$ cat config.mk
export PLATFORM = sky130hd
export DESIGN_NAME = imem_uart_loader
export DESIGN_NICKNAME = d
export VERILOG_FILES = /design/src/rtl/imem_uart_loader_pkg.sv /design/src/rtl/imem_uart_loader_word_assembler.sv /design/src/rtl/imem_uart_loader.sv
export SDC_FILE = /design/constraint.sdc
export NUM_CORES = 1
export LEC_CHECK = 0
export CELL_PAD_IN_SITES_DETAIL_PLACEMENT = 0
export CELL_PAD_IN_SITES_GLOBAL_PLACEMENT = 1
export CORE_UTILIZATION = 37
export DETAILED_ROUTE_END_ITERATION = 10
export GPL_ROUTABILITY_DRIVEN = 0
export PLACE_DENSITY = 0.85
export SETUP_SLACK_MARGIN = 0.2
export SYNTH_ARGS = -nofsm -noshare
export SYNTH_HDL_FRONTEND = slang
export SYNTH_SLANG_ARGS = --single-unit
$ cat constraint.sdc
create_clock -name clk_i -period 3.6 [get_ports clk_i]
set_input_delay 0.36 -clock clk_i [delete_from_list [all_inputs] [get_ports clk_i]]
set_output_delay 0.36 -clock clk_i [all_outputs]
set_load 0.02 [all_outputs]
$ cat src/rtl/imem_uart_loader_pkg.sv
// Shared boot-loader definitions: FSM states, frame constants and the
// instruction-memory word field, also used by the imem and PC logic.
package imem_uart_loader_pkg;

    typedef enum logic [1:0] {
        IDLE  = 2'd0,
        COUNT = 2'd1,
        DATA  = 2'd2,
        CHECK = 2'd3
    } state_e;

    localparam logic [7:0] SYNC_BYTE      = 8'hA5;
    localparam int         MEM_WORDS      = 256;
    localparam int         TIMEOUT_CYCLES = 1000000;
    localparam int         IMEM_ADDR_LSB  = 2;
    localparam int         IMEM_ADDR_MSB  = 9;

    function automatic logic [31:0] word_addr(input logic [IMEM_ADDR_MSB-IMEM_ADDR_LSB:0] idx);
        logic [31:0] a;
        a = '0;
        a[IMEM_ADDR_MSB:IMEM_ADDR_LSB] = idx;
        return a;
    endfunction

endpackage

$ cat src/rtl/imem_uart_loader_word_assembler.sv
// Packs big-endian data bytes into 32-bit words and keeps the running XOR
// of every data byte in the current frame.
module imem_word_assembler (
    input  logic        clk_i,
    input  logic        rst_i,
    input  logic        clear_i,
    input  logic        byte_valid_i,
    input  logic [7:0]  byte_i,
    output logic        word_ready_o,
    output logic [31:0] word_o,
    output logic [7:0]  checksum_o
);

    logic [23:0] shift_q, shift_d;
    logic [1:0]  cnt_q, cnt_d;
    logic [7:0]  xor_q, xor_d;

    // The fourth byte completes the word in the same cycle it arrives.
    assign word_ready_o = byte_valid_i && (cnt_q == 2'd3);
    assign word_o       = {shift_q, byte_i};
    assign checksum_o   = xor_q;

    always_comb begin
        shift_d = shift_q;
        cnt_d   = cnt_q;
        xor_d   = xor_q;
        if (clear_i) begin
            shift_d = '0;
            cnt_d   = '0;
            xor_d   = '0;
        end else if (byte_valid_i) begin
            shift_d = {shift_q[15:0], byte_i};
            cnt_d   = cnt_q + 2'd1;
            xor_d   = xor_q ^ byte_i;
        end
    end

    always_ff @(posedge clk_i or posedge rst_i) begin
        if (rst_i) begin
            shift_q <= '0;
            cnt_q   <= '0;
            xor_q   <= '0;
        end else begin
            shift_q <= shift_d;
            cnt_q   <= cnt_d;
            xor_q   <= xor_d;
        end
    end

endmodule

$ cat src/rtl/imem_uart_loader.sv
// UART frame loader: fills instruction memory and releases the CPU hold once
// a frame (sync, count, words, XOR checksum) is accepted.
//   state | meaning
//   IDLE  | waiting for sync byte
//   COUNT | next byte is the word count (0 = full memory)
//   DATA  | receiving big-endian words, one write per 4 bytes
//   CHECK | next byte is compared against the running XOR
module imem_uart_loader
    import imem_uart_loader_pkg::*;
#(
    parameter logic [7:0]  SYNC             = SYNC_BYTE,
    parameter int unsigned TIMEOUT_CYCLES_P = TIMEOUT_CYCLES
) (
    input  logic        clk_i,
    input  logic        reset_i,
    input  logic [7:0]  rx_data_i,
    input  logic        rx_valid_i,
    output logic        mem_we_o,
    output logic [31:0] mem_addr_o,
    output logic [31:0] mem_wdata_o,
    output logic        cpu_hold_o,
    output logic        busy_o,
    output logic        load_done_o,
    output logic        load_err_o
);

    localparam int TIMER_W = $clog2(TIMEOUT_CYCLES_P + 1);

    state_e               state_q, state_d;
    logic [TIMER_W-1:0]   timer_q, timer_d;
    logic [7:0]           word_idx_q, word_idx_d;
    logic [8:0]           remain_q, remain_d;
    logic                 mem_we_q, mem_we_d;
    logic [31:0]          mem_addr_q, mem_addr_d;
    logic [31:0]          mem_wdata_q, mem_wdata_d;
    logic                 cpu_hold_q, cpu_hold_d;
    logic                 load_done_q, load_done_d;
    logic                 load_err_q, load_err_d;

    logic        frame_start, data_byte, timeout;
    logic        word_ready;
    logic [31:0] word;
    logic [7:0]  checksum;

    assign frame_start = (state_q == IDLE) && rx_valid_i && (rx_data_i == SYNC);
    assign data_byte   = (state_q == DATA) && rx_valid_i;
    // A byte arriving on the expiry cycle takes priority over the timeout.
    assign timeout     = (state_q != IDLE) && !rx_valid_i && (timer_q == '0);

    imem_word_assembler u_asm (
        .clk_i        (clk_i),
        .rst_i        (reset_i),
        .clear_i      (frame_start),
        .byte_valid_i (data_byte),
        .byte_i       (rx_data_i),
        .word_ready_o (word_ready),
        .word_o       (word),
        .checksum_o   (checksum)
    );

    always_ff @(posedge clk_i or posedge reset_i) begin
        if (reset_i) state_q <= IDLE;
        else         state_q <= state_d;
    end

    always_comb begin
        state_d = state_q;
        case (state_q)
            IDLE:    if (frame_start) state_d = COUNT;
            COUNT:   if (rx_valid_i) state_d = DATA;
                     else if (timeout) state_d = IDLE;
            DATA:    if (timeout) state_d = IDLE;
                     else if (word_ready && remain_q == 9'd1) state_d = CHECK;
            CHECK:   if (rx_valid_i || timeout) state_d = IDLE;
            default: state_d = IDLE;
        endcase
    end

    always_comb begin
        mem_we_d    = 1'b0;
        mem_addr_d  = mem_addr_q;
        mem_wdata_d = mem_wdata_q;
        cpu_hold_d  = cpu_hold_q;
        load_done_d = 1'b0;
        load_err_d  = load_err_q;
        word_idx_d  = word_idx_q;
        remain_d    = remain_q;
        if (rx_valid_i)
            timer_d = TIMER_W'(TIMEOUT_CYCLES_P - 1);
        else if (state_q != IDLE && timer_q != '0)
            timer_d = timer_q - 1'b1;
        else
            timer_d = timer_q;

        case (state_q)
            IDLE: if (frame_start) begin
                cpu_hold_d = 1'b1;
                load_err_d = 1'b0;
            end
            COUNT: if (rx_valid_i) begin
                remain_d   = (rx_data_i == 8'd0) ? 9'(MEM_WORDS) : {1'b0, rx_data_i};
                word_idx_d = '0;
            end
            DATA: if (word_ready) begin
                mem_we_d    = 1'b1;
                mem_wdata_d = word;
                mem_addr_d  = word_addr(word_idx_q);
                word_idx_d  = word_idx_q + 8'd1;
                remain_d    = remain_q - 9'd1;
            end
            CHECK: if (rx_valid_i) begin
                if (rx_data_i == checksum) begin
                    load_done_d = 1'b1;
                    cpu_hold_d  = 1'b0;
                end else begin
                    load_err_d  = 1'b1;
                end
            end
            default: ;
        endcase

        if (timeout) load_err_d = 1'b1;
    end

    always_ff @(posedge clk_i or posedge reset_i) begin
        if (reset_i) begin
            timer_q     <= '0;
            word_idx_q  <= '0;
            remain_q    <= '0;
            mem_we_q    <= 1'b0;
            mem_addr_q  <= '0;
            mem_wdata_q <= '0;
            cpu_hold_q  <= 1'b1;
            load_done_q <= 1'b0;
            load_err_q  <= 1'b0;
        end else begin
            timer_q     <= timer_d;
            word_idx_q  <= word_idx_d;
            remain_q    <= remain_d;
            mem_we_q    <= mem_we_d;
            mem_addr_q  <= mem_addr_d;
            mem_wdata_q <= mem_wdata_d;
            cpu_hold_q  <= cpu_hold_d;
            load_done_q <= load_done_d;
            load_err_q  <= load_err_d;
        end
    end

    assign mem_we_o    = mem_we_q;
    assign mem_addr_o  = mem_addr_q;
    assign mem_wdata_o = mem_wdata_q;
    assign cpu_hold_o  = cpu_hold_q;
    assign busy_o      = (state_q != IDLE);
    assign load_done_o = load_done_q;
    assign load_err_o  = load_err_q;

endmodule
==> impl_metrics.tcl, run 1 <==
set metrics [dict create \
    outcome "completed" \
    combPwrFrac 0.051 \
    grt_overflow 0 \
    ys_top_cells_by_area "dfrtp_1, nand2_1, a21oi_1" \
    diodes 0 \
    placed_area_um2 6060 \
    required_ns 3.87 \
    antenna_found_initial 0 \
    cts_tree "built" \
    synth_edf_count 0 \
    regArea_um2 2930 \
    final_cell_mix "nand2_1, dfrtp_1, clkdlybuf4s50_1, a21oi_1, nor2_1" \
    fin_cells 842 \
    crit_type "flip-flop to flip-flop" \
    grt_pass1_wl_mm 19.7 \
    multi_input_area_um2 2250 \
    hold-path-endpoint "mem_wdata_o[25]$_DFFE_PP0P_" \
    reg2reg_depth 5 \
    initial_core_util 0.385 \
    htreeDepth 4 \
    track_usage 0.171 \
    fin_crit_sh 0.700 \
    worstPathMaxFanout 8 \
    rr_endpoint "timer_q[19]$_DFFE_PP0P_" \
    rows 43 \
    clkSinkCount 117 \
    r2r_setup_slack_ns 1.08 \
    ys_async_sr_fraction 1.00 \
    dr_total_vias 4168 \
    internal_power_mw 2.46 \
    die_height_um 123 \
    postRouteWirelength_mm 11.9 \
    drc_errors 0 \
    synth_top_area_frac 0.535 \
    worst_slew_margin_rel 0.418 \
    setup_violations 0 \
    synth_warnings 0 \
    synth_cell_type_count 50 \
    cts_made_buffers 17 \
    clock_tree.buffer_depth 2 \
    cp-end-kind "flip-flop" \
    grt_max_degree 118 \
    design_area_um2 6660 \
    period_needed_ns 2.52 \
    syn_to_final_growth_pct 22.9 \
    ant_nets 0 \
    first_global_vias 4075 \
    netlist_area_um2 5420 \
    drive_gt1_frac 0.0801 \
    synth_area_per_cell_um2 9.11 \
    drt-initial-drc-count 303 \
    worst_skew_pair.late_latency_ns 0.42 \
    cts_root_buf "clkbuf_16" \
    power.switching_uw 757 \
    sequentialPowerShare 0.428 \
    synth_area_leader_cell "dfrtp_1" \
    ios 80 \
    ys_ff_latch 117 \
    vdd_drop_max_mv 0.277 \
    cts_hold_buf 0 \
    arrival_ns 2.79 \
    postCtsSetupRepairBufs 0 \
    dr.pass1.iters 5 \
    hold_class "flip-flop to flip-flop" \
    avgViaCountPerCell 4.95 \
    clkTransAtPathRegs_ns 0.06 \
    cts_resized 0 \
    port_buffers 55 \
    worst_setup_path_start_kind "flip-flop" \
    dieWidth_um 123 \
    synthFlopType "dfrtp_1" \
    rsz0062_at_grt "false" \
    max_freq_ghz 0.397 \
    powerDensity_nw_per_um2 483 \
    worst_pin_slew_ns 0.861 \
    worst_clock_skew_ns 0.0133 \
    total_leakage_power_nw 3.10 \
    place_inst 810 \
    final_common_cell "nand2_1" \
    ys_seq_area_frac 0.540 \
    clockPowerShare 0.521 \
    postSynthCellCount 595 \
    die_area_um2 15100 \
    final_util 0.473 \
    finalNetCount 665 \
    hpwl_mm 7.95 \
    fill_cells 1336 \
    hp-start "u_asm.shift_q[17]$_DFFE_PP0P_" \
    finalHoldViolCount 0 \
    hold_depth 2 \
    slew_viol_final 0 \
    cap_viol_max_count 0 \
    core-area_um2 14100 \
    finalSetupTns_ns 0 \
    reg2reg_from "timer_q[11]$_DFFE_PP0P_" \
    wl_per_cell_um 14.1 \
    netSwitchingFraction 0.235 \
]
-- synthesized netlist by cell type (all sizes together) (3+ instances only) --
cell type and number:
a31oi 3, dfrtp 116, nor4 12, clkbuf 24, or3 7, xor2 22
a21oi 39, nand2b 3, nor2 37, nand2 193, nor2b 3, or4 5
ha 5, o21ai 25, nand4 4, nand3 14, nand4b 3, buf 26
xnor2 9, inv 8, nor3 9
-- final cells by class --
cell class                      instances  share of cell area
Clock buffer                           19              0.0680
Multi-Input combinational cell        442               0.338
Tap cell                              180              0.0338
Clock inverter                         13              0.0220
Inverter                                9             0.00563
Timing Repair Buffer                   62              0.0924
Sequential cell                       117               0.440
-- routing by layer --
metal | up-vias | global-route usage | part of all wire
met2 | 117 | 0.258 | 0.46
met5 | - | 0 | 0
met3 | 15 | 0.0411 | 0.049
li1 | 2042 | - | -
met1 | 1994 | 0.235 | 0.48
met4 | 0 | 0.0738 | 0.015
-- through the flow --
stage | hold WS, ns | setup slack [ns] | power, mW
after floorplan | 0.439 | 1.41 | 1.53
after global placement | 0.457 | 1.26 | 1.56
after detailed placement | 0.457 | 1.12 | 1.57
after CTS | 0.472 | 1.10 | 3.26
after global routing | 0.494 | 0.950 | 3.34
final | 0.470 | 1.08 | 3.22
-- worst max-delay path by stage --
stage	start	slack, ns	cells past startpoint	to
2_1_floorplan	timer_q[11]$_DFFE_PP0P_	1.41	7	timer_q[6]$_DFFE_PP0P_
3_3_place_gp	timer_q[11]$_DFFE_PP0P_	1.26	5	timer_q[17]$_DFFE_PP0P_
3_5_place_dp	timer_q[11]$_DFFE_PP0P_	1.12	5	timer_q[17]$_DFFE_PP0P_
4_1_cts	timer_q[11]$_DFFE_PP0P_	1.10	5	timer_q[19]$_DFFE_PP0P_
5_1_grt	timer_q[11]$_DFFE_PP0P_	0.95	5	timer_q[17]$_DFFE_PP0P_
6_report	timer_q[11]$_DFFE_PP0P_	1.08	5	timer_q[19]$_DFFE_PP0P_
-- power groups by stage --
stage	combinational, mW	sequential (mW)	clock [mW]
after global routing	0.185	1.38	1.78
after floorplan	0.130	1.39	0
final	0.163	1.38	1.68
after CTS	0.165	1.38	1.71
after global placement	0.160	1.40	0
after detailed placement	0.165	1.40	0
-- flip-flops by register name, indices dropped and copies added (netlist names) --
| name | count |
|---|---|
| word_idx_q | 8 |
| u_asm.checksum_o | 8 |
| state_q | 2 |
| load_err_o | 1 |
| u_asm.shift_q | 24 |
| load_done_o | 1 |
| remain_q | 9 |
| mem_addr_o | 8 |
| mem_wdata_o | 32 |
| mem_we_o | 1 |
| timer_q | 20 |
| u_asm.cnt_q | 2 |
| cpu_hold_o | 1 |
-- worst max-delay path, stage by stage (launching register included) --
cell,delay [ns]
dfrtp_1,0.43
or4_1,0.71
nor4bb_1,0.81
nor4_1,0.15
xnor2_1,0.21
nand2_1,0.07
-- cells by family after synthesis --
kind of cell,Yosys count,synth area share
simple gates,301,0.250
flops,117,0.540
compound gates,78,0.0808
buf+inv,59,0.0602
xor+xnor,31,0.0501
fa+ha+maj,5,0.0115
mux,3,0.00600
other cells,1,0.000692
Power figures use the tool's default switching activity.
==> inputs of run 2 (changes only) <==
--- a/config.mk
+++ b/config.mk
@@ -7,10 +7,10 @@
 export LEC_CHECK = 0
 export CELL_PAD_IN_SITES_DETAIL_PLACEMENT = 0
 export CELL_PAD_IN_SITES_GLOBAL_PLACEMENT = 1
-export CORE_UTILIZATION = 37
+export CORE_UTILIZATION = 41
 export DETAILED_ROUTE_END_ITERATION = 10
 export GPL_ROUTABILITY_DRIVEN = 0
-export PLACE_DENSITY = 0.85
+export PLACE_DENSITY = 0.89
 export SETUP_SLACK_MARGIN = 0.2
 export SYNTH_ARGS = -nofsm -noshare
 export SYNTH_HDL_FRONTEND = slang
==> constraint.sdc (replaced) <==
create_clock -name clk_i -period 2.6 [get_ports clk_i]
set_input_delay 0.26 -clock clk_i [delete_from_list [all_inputs] [get_ports clk_i]]
set_output_delay 0.26 -clock clk_i [all_outputs]
set_load 0.02 [all_outputs]
==> impl_metrics.tcl, run 2 (same netlist as run 1, synthesis figures left out) <==
set metrics [dict create \
    cts_tree "built" \
    reg2reg_from "timer_q[11]$_DFFE_PP0P_" \
    met1_usage 0.253 \
    final_common_cell "nand2_1" \
    slew_viol_final 0 \
    worst_clock_skew_ns 0.00766 \
    die_area_um2 13700 \
    design_area_um2 6670 \
    avgViaCountPerCell 5.00 \
    cts_resized 0 \
    worst_setup_path_start_kind "flip-flop" \
    rsz0062_at_grt "false" \
    multi_input_area_um2 2260 \
    syn_to_final_growth_pct 23.0 \
    postCtsSetupRepairBufs 0 \
    drt-initial-drc-count 264 \
    drc_errors 0 \
    crit_family "simple AND/OR/NAND/NOR gates" \
    worst_skew_pair.late_latency_ns 0.41 \
    clock_tree.buffer_depth 2 \
    track_usage 0.183 \
    placed_area_um2 6090 \
    grt_pass1_wl_mm 19.2 \
    pre_cts_slack_ns 0.211 \
    grt_max_degree 105 \
    use_met3 0.0427 \
    cts_hold_buf 0 \
    hpwl_mm 7.73 \
    slowest_stage "or4_1" \
    rr_endpoint "timer_q[6]$_DFFE_PP0P_" \
    dr.pass1.iters 5 \
    cp-end-kind "flip-flop" \
    clkTransAtPathRegs_ns 0.05 \
    total_leakage_power_nw 3.11 \
    port_buffers 55 \
    ant_nets 0 \
    cpPeakStageDelay_ns 0.71 \
    initial_core_util 0.424 \
    ios 80 \
    grt_overflow 0 \
    max_freq_ghz 0.431 \
    final_cell_mix "nand2_1, dfrtp_1, clkdlybuf4s50_1, a21oi_1, nor2_1" \
    antenna_found_initial 0 \
    finalNetCount 670 \
    powerDensity_nw_per_um2 654 \
    dieWidth_um 117 \
    first_global_vias 3879 \
    reg2reg_depth 5 \
    cts_made_buffers 17 \
    drive_gt1_frac 0.0870 \
    r2r_setup_slack_ns 0.28 \
    crit_type "flip-flop to flip-flop" \
    worst_pin_slew_ns 0.999 \
    fill_cells 1145 \
    final_util 0.522 \
    hold_class "input pin to asynchronous set/reset pin" \
    rows 41 \
    setup_violations 0 \
    crit_chain "or4_1 -> or3_4 -> o21ai_4 -> nor4_2 -> mux2_1" \
    htreeDepth 4 \
    wl_per_cell_um 13.9 \
    cap_viol_max_count 0 \
    required_ns 2.89 \
    worst_slack_ns 0.282 \
    vdd_drop_max_mv 0.318 \
    largest_reg_flops 32 \
    core-area_um2 12800 \
    arrival_ns 2.61 \
    grt.busiest_layer "met2" \
    outcome "completed" \
    clkSinkCount 117 \
    worstPathMaxFanout 8 \
    worstPathBufferInverterCount 0 \
    fin_crit_sh 0.892 \
    postRouteWirelength_mm 11.7 \
    period_needed_ns 2.32 \
    worst_slew_margin_rel 0.332 \
    die_height_um 117 \
    finalHoldViolCount 0 \
    cts_root_buf "clkbuf_16" \
    met2_usage 0.279 \
    diodes 0 \
    dr_total_vias 4191 \
    finalSetupTns_ns 0 \
    regArea_um2 2930 \
]
-- run 2: cell types whose count changed in the layout (fill, tap and decap cells not counted), sizes merged --
| cell | previous run | this run |
|---|---|---|
| clkinv | 7 | 5 |
| clkinvlp | 3 | 4 |
| buf | 7 | 12 |
| bufinv | 2 | 1 |
| clkbuf | 19 | 22 |
| inv | 10 | 9 |
-- run 2: cell type report --
class | instances | share of cell area
timing repair buffer | 67 | 0.0979
sequential | 117 | 0.439
multi-input combinational | 442 | 0.339
tap | 172 | 0.0323
clock buffer | 22 | 0.0711
inverter | 9 | 0.00563
clock inverter | 10 | 0.0146
-- run 2: how the worst max path moves through the flow --
stage / start / end / cells after the start
final: timer_q[11]$_DFFE_PP0P_ / timer_q[6]$_DFFE_PP0P_ / 5
after global routing: u_asm.cnt_q[0]$_DFFE_PP0P_ / remain_q[0]$_DFFE_PP0P_ / 7
after CTS: state_q[1]$_DFFE_PP0P_ / busy_o / 3
after detailed placement: rx_valid_i / remain_q[0]$_DFFE_PP0P_ / 6
after global placement: rx_data_i[6] / load_err_o$_DFFE_PP0P_ / 5
after floorplan: timer_q[11]$_DFFE_PP0P_ / timer_q[6]$_DFFE_PP0P_ / 7
-- run 2: through the flow --
step / power, mW / hold WS, ns / instances
after CTS: 4.41 / 0.169 / 839
final: 4.36 / 0.166 / 839
after floorplan: 2.11 / 0.365 / 618
after global placement: 2.16 / 0.456 / 807
after global routing: 4.54 / 0.178 / 839
after detailed placement: 2.17 / 0.462 / 807
-- run 2: power by group --
part	total (mW)	internal [mW]	switching, mW
registers	1.91	1.87	0.0388
logic	0.227	0.0733	0.154
clock network	2.23	1.39	0.836
total	4.36	3.34	1.03
-- run 2: routing by layer --
metal / part of all wire / vias up
met2: 0.45 / 126
li1: - / 2046
met3: 0.043 / 17
met5: 0 / -
met1: 0.49 / 2002
met4: 0.015 / 0
